### src/rtl/pipe_ctrl_pkg.sv
// Shared definitions for the pipeline hazard/redirect controller.
// SYS_XLEN / SYS_REG_AW mirror the system configuration (PC width, GPR
// index width) and are the default parameter values everywhere.
// The FSM state encoding lives here so the bench and any debug logic agree.
package pipe_ctrl_pkg;
  localparam int SYS_XLEN   = 64;
  localparam int SYS_REG_AW = 5;

  typedef enum logic [1:0] {
    ST_RUN      = 2'd0,
    ST_MEM_WAIT = 2'd1,
    ST_REDIR    = 2'd2
  } pc_state_e;
endpackage

### src/rtl/pipe_ctrl_if.sv
// Pipeline control bus: hazard inputs from ID/EX/MEM and stall/flush/
// redirect outputs back to the pipeline registers.
//   master : pipeline side (drives stage info, receives controls)
//   slave  : pipe_ctrl side
// Optional: PIPE_CTRL_PERF_EN adds perf_stall_cyc / perf_flush_cnt (32b).
interface pipe_ctrl_if import pipe_ctrl_pkg::*; #(
  parameter int XLEN   = SYS_XLEN,
  parameter int REG_AW = SYS_REG_AW
);
  logic [REG_AW-1:0] id_rs1_idx, id_rs2_idx;
  logic              id_rs1_used, id_rs2_used;
  logic              ex_valid, ex_is_load;
  logic [REG_AW-1:0] ex_rd_idx;
  logic              ex_redirect;
  logic [XLEN-1:0]   ex_target;
  logic              trap_valid;
  logic [XLEN-1:0]   trap_pc;
  logic              mem_req, mem_ready;
  logic              stall_pc, stall_if_id, stall_id_ex, stall_ex_mem;
  logic              flush_if_id, flush_id_ex, flush_ex_mem, flush_mem_wb;
  logic              redir_valid;
  logic [XLEN-1:0]   redir_pc;
  logic [1:0]        state_o;
`ifdef PIPE_CTRL_PERF_EN
  logic [31:0]       perf_stall_cyc, perf_flush_cnt;
`endif

  modport master (
    output id_rs1_idx, id_rs2_idx, id_rs1_used, id_rs2_used,
           ex_valid, ex_is_load, ex_rd_idx, ex_redirect, ex_target,
           trap_valid, trap_pc, mem_req, mem_ready,
    input  stall_pc, stall_if_id, stall_id_ex, stall_ex_mem,
           flush_if_id, flush_id_ex, flush_ex_mem, flush_mem_wb,
           redir_valid, redir_pc, state_o
`ifdef PIPE_CTRL_PERF_EN
          ,perf_stall_cyc, perf_flush_cnt
`endif
  );

  modport slave (
    input  id_rs1_idx, id_rs2_idx, id_rs1_used, id_rs2_used,
           ex_valid, ex_is_load, ex_rd_idx, ex_redirect, ex_target,
           trap_valid, trap_pc, mem_req, mem_ready,
    output stall_pc, stall_if_id, stall_id_ex, stall_ex_mem,
           flush_if_id, flush_id_ex, flush_ex_mem, flush_mem_wb,
           redir_valid, redir_pc, state_o
`ifdef PIPE_CTRL_PERF_EN
          ,perf_stall_cyc, perf_flush_cnt
`endif
  );
endinterface

### src/rtl/pipe_ctrl_hazard_det.sv
// Combinational load-use detector: a load in EX writing a non-zero GPR that
// the ID instruction actually reads.
//   rs1_idx/rs2_idx, rs1_used/rs2_used : ID sources
//   ex_valid, ex_is_load, ex_rd_idx    : EX instruction
//   load_use                           : hazard hit
module pipe_ctrl_hazard_det #(
  parameter int REG_AW = 5
) (
  input  logic [REG_AW-1:0] rs1_idx,
  input  logic [REG_AW-1:0] rs2_idx,
  input  logic              rs1_used,
  input  logic              rs2_used,
  input  logic              ex_valid,
  input  logic              ex_is_load,
  input  logic [REG_AW-1:0] ex_rd_idx,
  output logic              load_use
);
  // x0 is hardwired zero, so a load targeting it never creates a hazard.
  assign load_use = ex_valid && ex_is_load && (ex_rd_idx != '0) &&
                    ((rs1_used && (rs1_idx == ex_rd_idx)) ||
                     (rs2_used && (rs2_idx == ex_rd_idx)));
endmodule

### src/rtl/pipe_ctrl.sv
// Pipeline controller: stalls, flushes and PC redirects.
// Priority: trap > memory wait > EX redirect > load-use.
// Ports: clk, rst (async, active-low), bus (pipe_ctrl_if.slave).
// Optional: PIPE_CTRL_PERF_EN adds stall-cycle / redirect counters.
module pipe_ctrl import pipe_ctrl_pkg::*; #(
  parameter int XLEN   = SYS_XLEN,
  parameter int REG_AW = SYS_REG_AW
) (
  input  logic         clk,
  input  logic         rst,
  pipe_ctrl_if.slave   bus
);
  pc_state_e       state, nxt;
  logic            pend_v, pend_v_nxt;
  logic [XLEN-1:0] pend_t, pend_t_nxt;
  logic            load_use;
  logic [3:0]      stl, fl;   // {pc, if_id, id_ex, ex_mem} / {if_id, id_ex, ex_mem, mem_wb}
  logic            r_v;
  logic [XLEN-1:0] r_pc;

  pipe_ctrl_hazard_det #(.REG_AW(REG_AW)) u_hz (
    .rs1_idx   (bus.id_rs1_idx),
    .rs2_idx   (bus.id_rs2_idx),
    .rs1_used  (bus.id_rs1_used),
    .rs2_used  (bus.id_rs2_used),
    .ex_valid  (bus.ex_valid),
    .ex_is_load(bus.ex_is_load),
    .ex_rd_idx (bus.ex_rd_idx),
    .load_use  (load_use)
  );

  always_ff @(posedge clk or negedge rst) begin
    if (!rst) begin
      state  <= ST_RUN;
      pend_v <= 1'b0;
      pend_t <= '0;
    end else begin
      state  <= nxt;
      pend_v <= pend_v_nxt;
      pend_t <= pend_t_nxt;
    end
  end

  always_comb begin
    nxt        = state;
    pend_v_nxt = pend_v;
    pend_t_nxt = pend_t;
    stl        = 4'b0000;
    fl         = 4'b0000;
    r_v        = 1'b0;
    r_pc       = '0;
    if (bus.trap_valid) begin
      fl         = 4'b1110;
      r_v        = 1'b1;
      r_pc       = bus.trap_pc;
      pend_v_nxt = 1'b0;
      pend_t_nxt = '0;
      nxt        = ST_RUN;
    end else begin
      unique case (state)
        ST_RUN, ST_MEM_WAIT: begin
          if ((state == ST_MEM_WAIT || bus.mem_req) && !bus.mem_ready) begin
            stl = 4'b1111;
            fl  = 4'b0001;
            nxt = ST_MEM_WAIT;
            // First redirect seen while frozen is kept; later ones are the
            // same held EX instruction and must not overwrite it.
            if (bus.ex_redirect && !pend_v) begin
              pend_v_nxt = 1'b1;
              pend_t_nxt = bus.ex_target;
            end
          end else if (state == ST_MEM_WAIT && pend_v) begin
            nxt = ST_REDIR;
          end else begin
            nxt = ST_RUN;
            if (bus.ex_redirect) begin
              fl   = 4'b1100;
              r_v  = 1'b1;
              r_pc = bus.ex_target;
            end else if (load_use && state == ST_RUN) begin
              stl = 4'b1100;
              fl  = 4'b0100;
            end
          end
        end
        ST_REDIR: begin
          fl         = 4'b1100;
          r_v        = 1'b1;
          r_pc       = pend_t;
          pend_v_nxt = 1'b0;
          pend_t_nxt = '0;
          nxt        = ST_RUN;
        end
        default: nxt = ST_RUN;
      endcase
    end
  end

  // Outputs are forced low during reset even though inputs may be active.
  assign bus.stall_pc     = rst & stl[3];
  assign bus.stall_if_id  = rst & stl[2];
  assign bus.stall_id_ex  = rst & stl[1];
  assign bus.stall_ex_mem = rst & stl[0];
  assign bus.flush_if_id  = rst & fl[3];
  assign bus.flush_id_ex  = rst & fl[2];
  assign bus.flush_ex_mem = rst & fl[1];
  assign bus.flush_mem_wb = rst & fl[0];
  assign bus.redir_valid  = rst & r_v;
  assign bus.redir_pc     = rst ? r_pc : '0;
  assign bus.state_o      = rst ? state : ST_RUN;

`ifdef PIPE_CTRL_PERF_EN
  logic [31:0] stall_cyc, flush_cnt;
  always_ff @(posedge clk or negedge rst) begin
    if (!rst) begin
      stall_cyc <= '0;
      flush_cnt <= '0;
    end else begin
      if (stl[3]) stall_cyc <= stall_cyc + 32'd1;
      if (r_v)    flush_cnt <= flush_cnt + 32'd1;
    end
  end
  assign bus.perf_stall_cyc = stall_cyc;
  assign bus.perf_flush_cnt = flush_cnt;
`endif
endmodule

### src/flat_wrapper.sv
// flat-port wrapper written by rule: the top's interface ports become plain ports
module pipe_ctrl_flat import pipe_ctrl_pkg::*;
#(
  parameter int XLEN   = SYS_XLEN,
  parameter int REG_AW = SYS_REG_AW
)
  (clk, rst, bus_id_rs1_idx, bus_id_rs2_idx, bus_id_rs1_used, bus_id_rs2_used, bus_ex_valid, bus_ex_is_load, bus_ex_rd_idx, bus_ex_redirect, bus_ex_target, bus_trap_valid, bus_trap_pc, bus_mem_req, bus_mem_ready, bus_stall_pc, bus_stall_if_id, bus_stall_id_ex, bus_stall_ex_mem, bus_flush_if_id, bus_flush_id_ex, bus_flush_ex_mem, bus_flush_mem_wb, bus_redir_valid, bus_redir_pc, bus_state_o);
  pipe_ctrl_if #(.XLEN(XLEN), .REG_AW(REG_AW)) bus_i ();
  input  logic clk;
  input  logic rst;
  input wire logic [$bits(bus_i.id_rs1_idx)-1:0] bus_id_rs1_idx;
  input wire logic [$bits(bus_i.id_rs2_idx)-1:0] bus_id_rs2_idx;
  input wire logic [$bits(bus_i.id_rs1_used)-1:0] bus_id_rs1_used;
  input wire logic [$bits(bus_i.id_rs2_used)-1:0] bus_id_rs2_used;
  input wire logic [$bits(bus_i.ex_valid)-1:0] bus_ex_valid;
  input wire logic [$bits(bus_i.ex_is_load)-1:0] bus_ex_is_load;
  input wire logic [$bits(bus_i.ex_rd_idx)-1:0] bus_ex_rd_idx;
  input wire logic [$bits(bus_i.ex_redirect)-1:0] bus_ex_redirect;
  input wire logic [$bits(bus_i.ex_target)-1:0] bus_ex_target;
  input wire logic [$bits(bus_i.trap_valid)-1:0] bus_trap_valid;
  input wire logic [$bits(bus_i.trap_pc)-1:0] bus_trap_pc;
  input wire logic [$bits(bus_i.mem_req)-1:0] bus_mem_req;
  input wire logic [$bits(bus_i.mem_ready)-1:0] bus_mem_ready;
  output wire logic [$bits(bus_i.stall_pc)-1:0] bus_stall_pc;
  output wire logic [$bits(bus_i.stall_if_id)-1:0] bus_stall_if_id;
  output wire logic [$bits(bus_i.stall_id_ex)-1:0] bus_stall_id_ex;
  output wire logic [$bits(bus_i.stall_ex_mem)-1:0] bus_stall_ex_mem;
  output wire logic [$bits(bus_i.flush_if_id)-1:0] bus_flush_if_id;
  output wire logic [$bits(bus_i.flush_id_ex)-1:0] bus_flush_id_ex;
  output wire logic [$bits(bus_i.flush_ex_mem)-1:0] bus_flush_ex_mem;
  output wire logic [$bits(bus_i.flush_mem_wb)-1:0] bus_flush_mem_wb;
  output wire logic [$bits(bus_i.redir_valid)-1:0] bus_redir_valid;
  output wire logic [$bits(bus_i.redir_pc)-1:0] bus_redir_pc;
  output wire logic [$bits(bus_i.state_o)-1:0] bus_state_o;
  assign bus_i.id_rs1_idx = bus_id_rs1_idx;
  assign bus_i.id_rs2_idx = bus_id_rs2_idx;
  assign bus_i.id_rs1_used = bus_id_rs1_used;
  assign bus_i.id_rs2_used = bus_id_rs2_used;
  assign bus_i.ex_valid = bus_ex_valid;
  assign bus_i.ex_is_load = bus_ex_is_load;
  assign bus_i.ex_rd_idx = bus_ex_rd_idx;
  assign bus_i.ex_redirect = bus_ex_redirect;
  assign bus_i.ex_target = bus_ex_target;
  assign bus_i.trap_valid = bus_trap_valid;
  assign bus_i.trap_pc = bus_trap_pc;
  assign bus_i.mem_req = bus_mem_req;
  assign bus_i.mem_ready = bus_mem_ready;
  assign bus_stall_pc = bus_i.stall_pc;
  assign bus_stall_if_id = bus_i.stall_if_id;
  assign bus_stall_id_ex = bus_i.stall_id_ex;
  assign bus_stall_ex_mem = bus_i.stall_ex_mem;
  assign bus_flush_if_id = bus_i.flush_if_id;
  assign bus_flush_id_ex = bus_i.flush_id_ex;
  assign bus_flush_ex_mem = bus_i.flush_ex_mem;
  assign bus_flush_mem_wb = bus_i.flush_mem_wb;
  assign bus_redir_valid = bus_i.redir_valid;
  assign bus_redir_pc = bus_i.redir_pc;
  assign bus_state_o = bus_i.state_o;
  pipe_ctrl #(.XLEN(XLEN), .REG_AW(REG_AW)) u_core (.clk(clk), .rst(rst), .bus(bus_i));
endmodule
### config.mk
export PLATFORM = sky130hd
export DESIGN_NAME = pipe_ctrl_flat
export DESIGN_NICKNAME = d
export VERILOG_FILES = /design/src/rtl/pipe_ctrl_pkg.sv /design/src/rtl/pipe_ctrl_if.sv /design/src/rtl/pipe_ctrl_hazard_det.sv /design/src/rtl/pipe_ctrl.sv /design/src/flat_wrapper.sv
export SDC_FILE = /design/constraint.sdc
export NUM_CORES = 1
export LEC_CHECK = 0
export BUFFER_PORTS_ARGS = -buffer_cell sky130_fd_sc_hd__buf_2
export CAP_MARGIN = 20
export CORE_UTILIZATION = 30
export CTS_CLUSTER_DIAMETER = 50
export CTS_CLUSTER_SIZE = 28
export DETAILED_ROUTE_END_ITERATION = 12
export GPL_TIMING_DRIVEN = 0
export PLACE_DENSITY = 0.71
export SYNTH_ARGS = -nofsm -noshare
export SYNTH_HDL_FRONTEND = slang
export SYNTH_SLANG_ARGS = --single-unit
### constraint.sdc
create_clock -name clk -period 1.6 [get_ports clk]
set_input_delay 0.24 -clock clk [delete_from_list [all_inputs] [get_ports clk]]
set_output_delay 0.24 -clock clk [all_outputs]
set_load 0.02 [all_outputs]
### After elaboration in Yosys (flattened, before gate mapping)

Cells that the tools add are included.

* output and inout port bits: 75
* input bits: 153
* bits in registers: 67
* logic and storage cells: 72

* reductions and logical operators: 18
* bitwise logic cells: 9
* equal/unequal tests: 6
* mux-type cells: 36

Operators by type and width (count)
* $mux 64: 8
* $pmux 64 s2: 2
* $mux 4: 10
* $eq 5x5->1: 2
* $mux 2: 5
* $and 1x1->1: 9
* $logic_and 1x1->1: 9
* $pmux 4 s2: 1
* $mux 1: 7
* $ne 3x2->1 const B: 2
* $reduce_bool 5->1: 1
* $pmux 1 s2: 2
* $mux 3: 1
* $reduce_and 3->1: 1
* $reduce_bool 3->1: 1
* $eq 2x1->1 const B: 1
* $eq 2x2->1 const B: 1
* $logic_not 1->1: 2
* $logic_not 2->1: 1
* $logic_or 1x1->1: 2
* $reduce_or 2->1: 1

### Longest topological paths before layout

Gate-level depths: netlist (run 1).

* depth in word-level cells: 12
* gate-level depth with buffers: 8
* mapped depth without buffers: 4

### Hierarchy

Synthesis (run 1) repeated with hierarchy kept, for this count alone.

* cell total of the unflattened synthesis: 562
* area total of the unflattened synthesis: 4280.4 um^2

By module, submodules not included
* pipe_ctrl: area each 4145.2 um^2, cells an instance 545, sequential area each 1676.6 um^2, times used 1
* pipe_ctrl_hazard_det: area each 135.1 um^2, cells an instance 17, sequential area each 0.0 um^2, times used 1

### Worst setup path before layout (run 1)

Ideal clock, no wire load.

* path type: reg-to-output
* start: register u_core.state[1]
* end: output bus_redir_valid
* arrival time: 1739 ps
* path slack: -379 ps
* path buffers: 4
* stages on the path, launching flop included: 9
* required time: 1360 ps
* cells stage by stage: dfrtp_1 > buf_2 > nand2b_1 > o21ba_2 > buf_6 > buf_6 > nor2_1 > nor2_1 > buf_4

* word-level cells in the longest chain between the ends: 7
* elaborated cells between the ends (all ways): 12
* classes of those cells: 2 x eq/ne; 4 x mux; 1 x bitwise; 5 x reduce/logical

RTL lines
* start: declaration: line pipe_ctrl.sv:13 `pc_state_e state, nxt;`
* start signal: assignment: line pipe_ctrl.sv:38 `state <= nxt;`
* $eq 2x1->1: line pipe_ctrl.sv:60, pipe_ctrl.sv:62, pipe_ctrl.sv:72
* $logic_and 1x1->1 / $logic_or 1x1->1 (equally long branches): line pipe_ctrl.sv:72, pipe_ctrl.sv:62
* $mux 1 / $logic_and 1x1->1 (equally long branches): line pipe_ctrl.sv:72, pipe_ctrl.sv:62
* $mux 1: line pipe_ctrl.sv:62 `if ((state == ST_MEM_WAIT || bus.mem_req) && !bus.mem_ready) begin`
* $pmux 1 s2 (*): line pipe_ctrl.sv:60 `unique case (state)`
* $mux 1 (*): line pipe_ctrl.sv:52 `if (bus.trap_valid) begin`
* $and 1x1->1 (*): line pipe_ctrl.sv:108 `assign bus.redir_valid = rst & r_v;`
* end: declaration: line flat_wrapper.sv:32 `output wire logic [$bits(bus_i.redir_valid)-1:0] bus_redir_valid;`

Mark *: on every way between the ends. The rest lies on a longest branch, timed or not.

### Worst setup path after layout (run 1)

* start: register u_core.state[0]
* end: output bus_redir_pc[14]

* word-level cells in the longest chain between the ends: 7
* elaborated cells between the ends (all ways): 12
* classes of those cells: 2 x eq/ne; 5 x mux; 5 x reduce/logical

RTL lines
* $eq 2x1->1: line pipe_ctrl.sv:60, pipe_ctrl.sv:62, pipe_ctrl.sv:72
* $logic_and 1x1->1 / $logic_or 1x1->1 (equally long branches): line pipe_ctrl.sv:72, pipe_ctrl.sv:62
* $mux 64 / $logic_and 1x1->1 (equally long branches): line pipe_ctrl.sv:72, pipe_ctrl.sv:62
* $mux 64: line pipe_ctrl.sv:62
* $pmux 64 s2 (*): line pipe_ctrl.sv:60
* $mux 64 (*): line pipe_ctrl.sv:52
* $mux 64 (*): line pipe_ctrl.sv:109 `assign bus.redir_pc = rst ? r_pc : '0;`
* end: declaration: line flat_wrapper.sv:33 `output wire logic [$bits(bus_i.redir_pc)-1:0] bus_redir_pc;`

Marks and branches as above.

==> results of run 1 <==
cell usage after synthesis:
cell / n / area, sq um
a21oi_1: 64 / 320
buf_4: 8 / 60.1
nand2_1: 132 / 495
nor4b_1: 1 / 8.76
o31ai_1: 1 / 7.51
and2_1: 3 / 18.8
buf_1: 6 / 22.5
buf_2: 4 / 20.0
a22o_1: 128 / 1120
or4_1: 2 / 15.0
buf_6: 12 / 135
nor2_1: 5 / 18.8
o21ba_2: 1 / 10.0
o211ai_1: 1 / 7.51
a211oi_2: 1 / 12.5
and2_0: 1 / 6.26
clkbuf_1: 22 / 82.6
inv_1: 3 / 11.3
o32ai_1: 1 / 8.76
a21boi_1: 1 / 7.51
or2_1: 1 / 6.26
nor2b_1: 1 / 6.26
nor4_1: 4 / 25.0
dfrtp_1: 67 / 1680
xnor2_1: 2 / 17.5
nand2b_1: 1 / 6.26
o21bai_1: 1 / 7.51
xor2_1: 8 / 70.1
a32oi_1: 1 / 8.76
nor3_1: 2 / 10.0
stage by stage:
step	hold slack (ns)	TNS (ns)	total power, mW
5_1_grt	0.0291	-60.84	5.27
4_1_cts	0.0194	-43.58	4.89
6_report	0.0147	-53.09	5.04
2_1_floorplan	-0.0556	-3.92	2.46
3_5_place_dp	0.0535	-85.85	2.93
3_3_place_gp	0.488	-166.79	2.91
routing by layer:
metal	part of all wire [%]	global-route usage (%)
met4	0.75	4.94
met2	50	32.2
met5	0	0
met3	5.9	3.35
met1	43	24.8
final cells by class:
cell class	instances	area, sq um	share of cell area (%)
plain buffers	52	495	7.00
clock buffers	13	270	3.82
clock inverters	2	10.0	0.141
inverters	3	11.3	0.159
multi-input cells	363	2610	36.9
flip-flops and latches	67	1680	23.7
well taps	176	220	3.11
repair buffers	250	1780	25.1
report_power, final:
part           leakage, nW  switching (mW)  internal (mW)
Clock                0.141           0.698           1.16
Sequential           0.918          0.0486           1.76
Combinational         2.35           0.688          0.690
Total                 3.41            1.43           3.61
logic make-up (layout without fill, tap and decap cells):
kind of cell              count (synthesis)  after routing  synth area share [%]
AOI/OAI and AO/OA                       200            200                  35.8
and+or+nand+nor                         153            153                  14.6
buffers and inverters                    55            320                  7.85
DFF                                      67             67                  39.7
xor gates and xnor gates                 10             10                  2.07
worst paths after layout:
path / from / to / slack (ns)
setup / recovery: u_core.state[0]$_DFF_PN0_ / bus_redir_pc[14] / -0.62
setup reg to reg: u_core.state[1]$_DFF_PN0_ / u_core.pend_t[41]$_DFFE_PN0P_ / -0.23
min in group clk: bus_ex_target[49] / u_core.pend_t[49]$_DFFE_PN0P_ / 0.16
hold reg to reg: u_core.pend_t[32]$_DFFE_PN0P_ / u_core.pend_t[32]$_DFFE_PN0P_ / 0.52
max in group asynchronous: rst / u_core.state[0]$_DFF_PN0_ / 1.09
hold / removal: rst / u_core.pend_t[60]$_DFFE_PN0P_ / 0.01
registers in the layout, summed over array words and instances (netlist names):
signal / flops
u_core.state: 2
u_core.pend_v: 1
u_core.pend_t: 64
worst max-delay path, delay by kind of cell, from the launching register on:
kind | cells | cell delay [ns]
flip-flops | 1 | 0.47
AND/OR/NAND/NOR | 1 | 0.07
buffers and inverters | 3 | 0.41
AO/OA/AOI/OAI | 3 | 0.70
timing repair:
item                       CTS  global route
cloned                       1             9
pin swaps                   12            17
resized for setup           46           187
setup endpoints to repair  137           136
hold endpoints to repair    33             0
hold buffers                 2             0
buffers inserted             6             4
==> PnR_summary.wiki, run 1 <==
{| class="wikitable"
! Metric !! Value
|-
| Run status || complete, but fails checks
|-
| Violated checks || setup timing
|-
| # Max-Cap Violations || 0
|-
| Yosys Warn Count || 0
|-
| Final weighted congestion of routability-driven global placement || 0.743
|-
| Leakage power summed over all cells || 3.41 nW
|-
| Initial DRC Count || 275
|-
| Clock insertion delay at the later pin of the skew report || 0.32 ns
|-
| Clock tree root driver cell || clkbuf_16
|-
| Data arrival time of the worst path || 1.98 ns
|-
| Gr usage total || 19.0%
|-
| Period utilisation layout || 139%
|-
| Post-Synthesis Net Count || 638
|-
| Worst Setup End Kind || output port
|-
| Gate Count Post-Synth || 485
|-
| Vias post-DR || 4725
|-
| Max Fanout on Critical Path || 10
|-
| Pwr dens || 713 mW/mm^2
|-
| Die ar. || 0.0146 sq mm
|-
| Total core area || 0.0135 sq mm
|-
| Relative max-transition margin || 61.9%
|-
| Row cnt || 42
|-
| Fraction of the yosys area taken by sequential cells || 39.7%
|-
| Class of the worst hold path || input pin to asynchronous set/reset pin
|-
| Filler cell count in the final layout || 1246
|-
| Finish-stage setup viols || 136
|-
| Mean area per synthesized cell || 8.71 sq um
|-
| Most frequent standard cell in the layout excluding fill and tap cells || buf_2
|-
| Die width || 121 microns
|-
| Via count of the first global-routing pass || 4225
|-
| Worst slew pin tran || 0.571 ns
|-
| PnR worst setup slack || -0.624 ns
|-
| Worst-case clock skew || 0.00427 ns
|-
| Slowest cell on the critical path || dfrtp_2
|-
| Maximum number of pins on one net before global-route repair || 35
|-
| CTS tree || yes
|-
| Delay of the slowest cell on the worst path || 0.47 ns
|-
| Clock H-tree levels || 3
|-
| Placement-stage cell area || 0.00576 sq mm
|-
| Max Clock Freq || 450 MHz
|-
| Series of cell instances along the critical path || nor2_4, o21ba_4, buf_12, buf_8, a22o_1, a22o_4, buf_6
|-
| Final Max Tran Viols || 0
|-
| Nature of the critical path startpoint || register
|-
| Final design utilization || 52.4%
|-
| Setup repair after global routing missed its margin || true
|-
| Final Net Count || 899
|-
| Leading cell types in the layout, fill and taps excluded || buf_2 (179), a22o_1 (122), nand2_1 (88)
|-
| Drt total wl || 15.0 mm
|-
| Final number of hold-violating endpoints || 0
|-
| Routed wirelength normalized by instance count || 16.2 microns
|-
| Antenna cell count || 0
|-
| Required @ worst endpoint || 1.36 ns
|-
| First-pass detailed-route iteration total || 4
|-
| Peak VDD IR || 0.377 mV
|-
| Antenna Violating Nets Remaining || 0
|-
| Starting density of the core || 31.3%
|-
| Wire length of the first global-routing pass || 21.7 mm
|-
| Number of sinks on the clock net || 67
|-
| Placed wire-length estimate || 9.87 mm
|-
| Overflow after GRT || 0
|-
| CTS Buf Count || 9
|-
| # port buffers || 227
|-
| Height of the die || 121 microns
|-
| Number of cells in the design after placement || 889
|-
| Initial antenna violation count || 0
|-
| Non-Filler Cell Area, Final || 0.00708 sq mm
|-
| Worst-case clock buffer depth || 2
|-
| DR vias/cell || 5.10
|-
| Post-detailed-route DRC marker count || 0
|-
| Setup slack at placement || -1.12 ns
|-
| Clock-pin slew on the worst setup and hold paths || 0.05 ns
|-
| Path depth of the worst reg2reg path || 8
|-
| Number of different library cells in the post-synthesis netlist || 30
|-
| Critical path start-end classification || register to output port
|-
| Cell area after technology mapping || 0.00422 sq mm
|-
| Fraction of final layout cells sized beyond drive strength 1 || 53.6%
|-
| Flops & latches, synth || 67
|-
| Final min period || 2.22 ns
|-
| Number of primary I/O pins || 228
|-
| Area added between synthesis and finish || 67.5%
|-
| Final standard cell count with taps included and fillers excluded || 926
|}
(Power assumes the default switching activity.)
==> inputs of run 2 (changes only) <==
--- a/config.mk
+++ b/config.mk
@@ -12,7 +12,8 @@
 export CTS_CLUSTER_SIZE = 28
 export DETAILED_ROUTE_END_ITERATION = 12
 export GPL_TIMING_DRIVEN = 0
-export PLACE_DENSITY = 0.71
+export PLACE_DENSITY = 0.68
+export RECOVER_POWER = 25
 export SYNTH_ARGS = -nofsm -noshare
 export SYNTH_HDL_FRONTEND = slang
 export SYNTH_SLANG_ARGS = --single-unit
==> constraint.sdc (replaced) <==
create_clock -name clk -period 2.74 [get_ports clk]
set_input_delay 0.411 -clock clk [delete_from_list [all_inputs] [get_ports clk]]
set_output_delay 0.411 -clock clk [all_outputs]
set_load 0.02 [all_outputs]
==> PnR_summary.wiki, run 2 (synthesized netlist as in run 1, its figures left out) <==
{| class="wikitable"
! Metric !! Value
|-
| Run status || finished clean
|-
| Via count of the first global-routing pass || 4133
|-
| Number of cells in the design after placement || 889
|-
| Class of the worst hold path || input pin to asynchronous set/reset pin
|-
| Most frequent standard cell in the layout excluding fill and tap cells || buf_2
|-
| Clock-pin slew on the worst setup and hold paths || 0.06 ns
|-
| DR vias/cell || 5.01
|-
| Placed wire-length estimate || 9.85 mm
|-
| CTS tree || yes
|-
| Leading cell types in the layout, fill and taps excluded || buf_2 (230), nand2_1 (132), a22o_1 (128)
|-
| Finish-stage setup viols || 0
|-
| Number of sinks on the clock net || 67
|-
| Height of the die || 121 microns
|-
| Critical path start-end classification || input pin to output port
|-
| Routed met2 length || 6.29 mm
|-
| Worst Path Buf+Inv || 6
|-
| Non-Filler Cell Area, Final || 0.00596 sq mm
|-
| Gr usage total || 18.1%
|-
| Top routing layer used || met4
|-
| Post-detailed-route DRC marker count || 0
|-
| Initial antenna violation count || 0
|-
| Peak VDD IR || 0.206 mV
|-
| Series of cell instances along the critical path || buf_4, buf_16, inv_1, a211oi_4, buf_12, clkbuf_1, a22o_1, buf_2
|-
| Vias post-DR || 4549
|-
| # port buffers || 227
|-
| Final design utilization || 44.2%
|-
| Pwr dens || 462 mW/mm^2
|-
| Max Fanout on Critical Path || 71
|-
| Worst-case clock buffer depth || 2
|-
| Max Clock Freq || 387 MHz
|-
| Antenna Violating Nets Remaining || 0
|-
| Clock H-tree levels || 3
|-
| Worst-case clock skew || 0.00400 ns
|-
| Clock tree root driver cell || clkbuf_16
|-
| Register-to-register setup slack || 0.94 ns
|-
| PnR worst setup slack || 0.153 ns
|-
| Worst Setup End Kind || output port
|-
| Setup slack at placement || -0.428 ns
|-
| Area added between synthesis and finish || 41.2%
|-
| Drt total wl || 13.3 mm
|-
| Row cnt || 42
|-
| Number of primary I/O pins || 228
|-
| Clock insertion delay at the later pin of the skew report || 0.32 ns
|-
| Die width || 121 microns
|-
| Final Net Count || 880
|-
| Nature of the critical path startpoint || input pin
|-
| Data arrival time of the worst path || 2.18 ns
|-
| Fraction of final layout cells sized beyond drive strength 1 || 39.3%
|-
| Setup Total Neg Slack || 0 ns
|-
| Antenna cell count || 0
|-
| Largest registers || u_core.pend_t x64, u_core.state x2, u_core.pend_v x1
|-
| Final number of hold-violating endpoints || 0
|-
| Required @ worst endpoint || 2.33 ns
|-
| Overflow after GRT || 0
|-
| Leakage power summed over all cells || 3.00 nW
|-
| Wire length of the first global-routing pass || 20.7 mm
|-
| Final standard cell count with taps included and fillers excluded || 908
|-
| Maximum number of pins on one net before global-route repair || 72
|-
| Setup repair after global routing missed its margin || true
|-
| Final min period || 2.59 ns
|-
| Placement-stage cell area || 0.00561 sq mm
|-
| Final Max Tran Viols || 0
|-
| Delay of the slowest cell on the worst path || 0.33 ns
|-
| Period utilisation layout || 94.4%
|-
| Register with the most flip-flops || u_core.pend_t
|-
| Top Family by Delay on Critical Path || buffers and inverters
|-
| Initial DRC Count || 219
|-
| Die ar. || 0.0146 sq mm
|-
| Relative max-transition margin || 66.3%
|-
| Starting density of the core || 31.3%
|-
| Total core area || 0.0135 sq mm
|-
| Routed wirelength normalized by instance count || 14.7 microns
|-
| WL met1 || 6.02 mm
|-
| CTS Buf Count || 9
|-
| # Max-Cap Violations || 0
|-
| Final weighted congestion of routability-driven global placement || 0.756
|-
| Worst slew pin tran || 0.506 ns
|-
| Detail Route met3 WL || 855 microns
|-
| Flip-flop count of the largest register after layout || 64
|-
| First-pass detailed-route iteration total || 5
|-
| Slowest cell on the critical path || clkbuf_1
|}
## run 2: cell count changes in the layout (fill, tap and decap cells not counted), moves of 26 or more
cell     delta
nand2_2    -34
nand2_1    +44
buf_4      -26
buf_2      +51
buf_6      -28
## run 2: what timing repair did
action,4_1_cts,5_1_grt
endpoints found under the hold margin,2,0
pin swaps,1,0
setup buffers,3,0
resized for setup,2,22
endpoints found under the setup margin,61,63
hold buffers,1,0
## run 2: per-layer routing
layer  vias up  track usage (%)
met5         -                0
met4         0             5.02
met3        11             3.58
met2       179             29.4
met1      2103             24.4
li1       2256                -
## run 2: worst register-to-register path: stages, from the launching register on
cell      delay (ns)
dfrtp_1         0.32
buf_2           0.20
nor2b_1         0.17
or2_1           0.44
clkbuf_1        0.43
a21oi_1         0.10
## run 2: final timing paths
kind | cells past startpoint | end | startpoint
worst max-delay path | 8 | bus_redir_pc[25] | rst
worst min-delay path | 2 | u_core.pend_t[38]$_DFFE_PN0P_ | rst
worst max register to register | 5 | u_core.pend_t[26]$_DFFE_PN0P_ | u_core.state[1]$_DFF_PN0_
worst min register to register | 2 | u_core.pend_t[62]$_DFFE_PN0P_ | u_core.pend_t[62]$_DFFE_PN0P_
max in group asynchronous | 2 | u_core.pend_t[30]$_DFFE_PN0P_ | rst
min in group clk | 2 | u_core.state[0]$_DFF_PN0_ | bus_mem_ready
## run 2: layout make-up
cell class,instances,area [sq um]
clock inverters,4,25.0
fillers,1356,7540
multi-input cells,363,2230
inverters,3,11.3
well taps,176,220
plain buffers,51,334
clock buffers,12,256
repair buffers,232,1210
flip-flops and latches,67,1680
## run 2: stage by stage
step	total power [mW]	hold WS, ns
2_1_floorplan	1.41	0.115
3_3_place_gp	1.68	0.509
3_5_place_dp	1.69	0.215
4_1_cts	2.79	0.0997
5_1_grt	2.90	0.123
6_report	2.76	0.0956
## run 2: where the power goes
| part | switching, mW | internal [mW] |
|---|---|---|
| logic | 0.347 | 0.284 |
| registers | 0.0210 | 1.03 |
| clock network | 0.420 | 0.658 |
| total | 0.788 | 1.97 |
==> inputs of run 3 (changes only) <==
--- a/config.mk
+++ b/config.mk
@@ -5,14 +5,15 @@
 export SDC_FILE = /design/constraint.sdc
 export NUM_CORES = 1
 export LEC_CHECK = 0
-export BUFFER_PORTS_ARGS = -buffer_cell sky130_fd_sc_hd__buf_2
+export ABC_AREA = 1
+export BUFFER_PORTS_ARGS = -buffer_cell sky130_fd_sc_hd__buf_4
 export CAP_MARGIN = 20
 export CORE_UTILIZATION = 30
 export CTS_CLUSTER_DIAMETER = 50
 export CTS_CLUSTER_SIZE = 28
 export DETAILED_ROUTE_END_ITERATION = 12
 export GPL_TIMING_DRIVEN = 0
-export PLACE_DENSITY = 0.68
+export PLACE_DENSITY = 0.67
 export RECOVER_POWER = 25
 export SYNTH_ARGS = -nofsm -noshare
 export SYNTH_HDL_FRONTEND = slang
==> PnR_summary.wiki, run 3 <==
{| class="wikitable"
! Metric !! Value
|-
| Run status || complete, but fails checks
|-
| Violated checks || hold timing
|-
| Final design utilization || 46.3%
|-
| Via count of the first global-routing pass || 5582
|-
| Finish-stage setup viols || 0
|-
| Die ar. || 0.0166 sq mm
|-
| CTS tree || yes
|-
| PnR worst setup slack || 0.204 ns
|-
| Number of sinks on the clock net || 67
|-
| Yosys top cell area share || 38.1%
|-
| Row cnt || 45
|-
| Library cell occupying the most area in the post-synthesis netlist || nand2_1
|-
| Clock H-tree levels || 3
|-
| Mean area per synthesized cell || 5.95 sq um
|-
| Fraction of final layout cells sized beyond drive strength 1 || 28.1%
|-
| Most numerous cell in the Yosys netlist || nand2_1
|-
| Leading cell types in the layout, fill and taps excluded || nand2_1 (489), buf_4 (240), nand3_1 (71)
|-
| # Max-Cap Violations || 0
|-
| Peak VDD IR || 0.242 mV
|-
| RR Endpoint || u_core.pend_t[3]$_DFFE_PN0P_
|-
| Register-to-register setup slack || 0.93 ns
|-
| Final min period || 2.54 ns
|-
| Class of the worst hold path || input pin to asynchronous set/reset pin
|-
| Most frequent standard cell in the layout excluding fill and tap cells || nand2_1
|-
| DR vias/cell || 4.74
|-
| Slowest cell on the critical path || dfrtp_2
|-
| Pwr Total || 3.13 mW
|-
| Critical Path Most Common Cell || nand2_1
|-
| Data arrival time of the worst path || 2.12 ns
|-
| Starting density of the core || 31.2%
|-
| Max Fanout on Critical Path || 10
|-
| Fraction of the yosys area taken by sequential cells || 34.8%
|-
| Synth top cells by count || nand2_1 (489), nand3_1 (71), dfrtp_1 (67), nand4_1 (66), buf_2 (28)
|-
| Yosys Warn Count || 0
|-
| Top post-synthesis cells by area || nand2_1 (38%), dfrtp_1 (35%), nand4_1 (8.6%), nand3_1 (7.4%), buf_2 (2.9%)
|-
| Gate Count Post-Synth || 810
|-
| Clock-pin slew on the worst setup and hold paths || 0.06 ns
|-
| Initial antenna violation count || 0
|-
| EDFF count, synth || 0
|-
| Setup repair after global routing missed its margin || false
|-
| # port buffers || 227
|-
| Required @ worst endpoint || 2.33 ns
|-
| Nature of the critical path startpoint || register
|-
| Largest registers || u_core.pend_t x64, u_core.state x2, u_core.pend_v x1
|-
| Post-Route Hold Slack || -0.0380 ns
|-
| Area used by sequential logic in the layout || 0.00168 sq mm
|-
| CTS Buf Count || 9
|-
| Post-synth top flop || dfrtp_1
|-
| Placed wire-length estimate || 12.6 mm
|-
| Post-detailed-route DRC marker count || 0
|-
| Antenna Violating Nets Remaining || 0
|-
| Critical path start-end classification || register to output port
|-
| CTS Hold Bufs || 0
|-
| Period utilisation layout || 92.5%
|-
| Setup slack at placement || -0.724 ns
|-
| Worst Path Buf+Inv || 4
|-
| Number of different library cells in the post-synthesis netlist || 16
|-
| Worst flop-to-flop path startpoint || u_core.state[1]$_DFF_PN0_
|-
| Height of the die || 129 microns
|-
| Worst-case clock skew || 0.00645 ns
|-
| First-pass detailed-route iteration total || 5
|-
| Vias post-DR || 6000
|-
| Routed wirelength normalized by instance count || 13.7 microns
|-
| Initial DRC Count || 521
|-
| Clock tree root driver cell || clkbuf_16
|-
| Register with the most flip-flops || u_core.pend_t
|-
| Final number of hold-violating endpoints || 21
|-
| Non-Filler Cell Area, Final || 0.00715 sq mm
|-
| Worst Setup End Kind || output port
|-
| Flip-flop count of the largest register after layout || 64
|-
| Gr usage total || 21.2%
|-
| Path depth of the worst reg2reg path || 11
|-
| Top Family by Delay on Critical Path || buffers and inverters
|-
| Post-Synthesis Net Count || 963
|-
| Worst-case clock buffer depth || 2
|-
| Async S/R FF share, synth || 100%
|-
| Relative max-transition margin || 56.2%
|-
| Flops & latches, synth || 67
|-
| Overflow after GRT || 0
|-
| Wire length of the first global-routing pass || 27.6 mm
|-
| Leakage power summed over all cells || 4.30 nW
|-
| Worst slew pin tran || 0.657 ns
|-
| Antenna cell count || 0
|-
| Pwr dens || 438 mW/mm^2
|-
| Cell area after technology mapping || 0.00482 sq mm
|-
| Area added between synthesis and finish || 48.3%
|-
| Series of cell instances along the critical path || inv_2, nand2_1, nand2_1, nand2_2, buf_4, buf_2, nand4_1, nand2_1, nand2_1, nand2_1, buf_4
|-
| Final weighted congestion of routability-driven global placement || 0.838
|-
| Clock insertion delay at the later pin of the skew report || 0.34 ns
|-
| Filler cell count in the final layout || 1626
|-
| Delay of the slowest cell on the worst path || 0.44 ns
|-
| Placement-stage cell area || 0.00679 sq mm
|-
| Final Max Tran Viols || 0
|-
| Number of primary I/O pins || 228
|-
| Die width || 129 microns
|-
| Drt total wl || 17.4 mm
|-
| Area of the multi-input gates || 0.00271 sq mm
|-
| Final Net Count || 1204
|-
| Max Clock Freq || 394 MHz
|-
| Total core area || 0.0154 sq mm
|-
| Maximum number of pins on one net before global-route repair || 74
|}
[run 3: changes by cell type in the layout (fill, tap and decap cells not counted), sizes merged, moves of 8 or more]
| cell | change |
|---|---|
| a21oi | -62 |
| a22o | -128 |
| buf | +19 |
| inv | +29 |
| nand2 | +358 |
| nand3 | +71 |
| nand4 | +66 |
| xor2 | -8 |
[run 3: metrics by stage]
stage	setup TNS (ns)	instances	hold WS (ns)
6_report	0	1267	-0.0380
5_1_grt	0	1267	0.00340
4_1_cts	0	1267	0.0545
3_5_place_dp	-39.49	1248	0.465
3_3_place_gp	-36.34	1248	0.462
2_1_floorplan	0	810	0.115
[run 3: what timing repair did]
action,in CTS,in global routing
gates resized for setup,4,4
endpoints found under the setup margin,64,57
hold endpoints to repair,0,0
setup buffers,3,0
pin swaps,1,0
[run 3: final cells by class]
cell class | instances | share of cell area, %
clock buffer | 12 | 3.73
sequential | 67 | 23.5
clock inverter | 4 | 0.665
buffer | 64 | 4.47
timing repair buffer | 230 | 24.3
tap | 211 | 3.69
multi-input combinational | 647 | 37.9
inverter | 32 | 1.68
[run 3: worst max-delay path by stage]
stage,endpoint,slack [ns],cells after the start,start
4_1_cts,bus_redir_valid,0.05,7,u_core.state[1]$_DFF_PN0_
6_report,bus_redir_pc[62],0.20,11,u_core.state[1]$_DFF_PN0_
2_1_floorplan,bus_redir_valid,0.73,8,u_core.state[1]$_DFF_PN0_
3_5_place_dp,bus_redir_pc[62],-0.72,7,rst
5_1_grt,bus_redir_pc[62],0.01,11,u_core.state[1]$_DFF_PN0_
3_3_place_gp,bus_redir_pc[62],-0.67,7,rst
[run 3: logic make-up after synthesis]
group / count (synthesis) / share of synthesized area, %
buffers and inverters: 96 / 9.06
AOI/OAI and AO/OA: 4 / 0.571
and+or+nand+nor: 643 / 55.6
DFF: 67 / 34.8
[run 3: report_power, final]
group	switching (mW)	leakage [nW]	total (mW)	internal [mW]
logic	0.447	3.28	0.800	0.353
registers	0.0483	0.872	1.12	1.08
clock network	0.434	0.155	1.21	0.775
[run 3: routing by layer]
layer,part of all wire (%),up-vias,global-route usage (%)
met5,0,-,0
met4,1.0,0,5.95
met3,7.1,14,3.95
met2,47,222,35.6
met1,45,2708,27.7
li1,-,3056,-
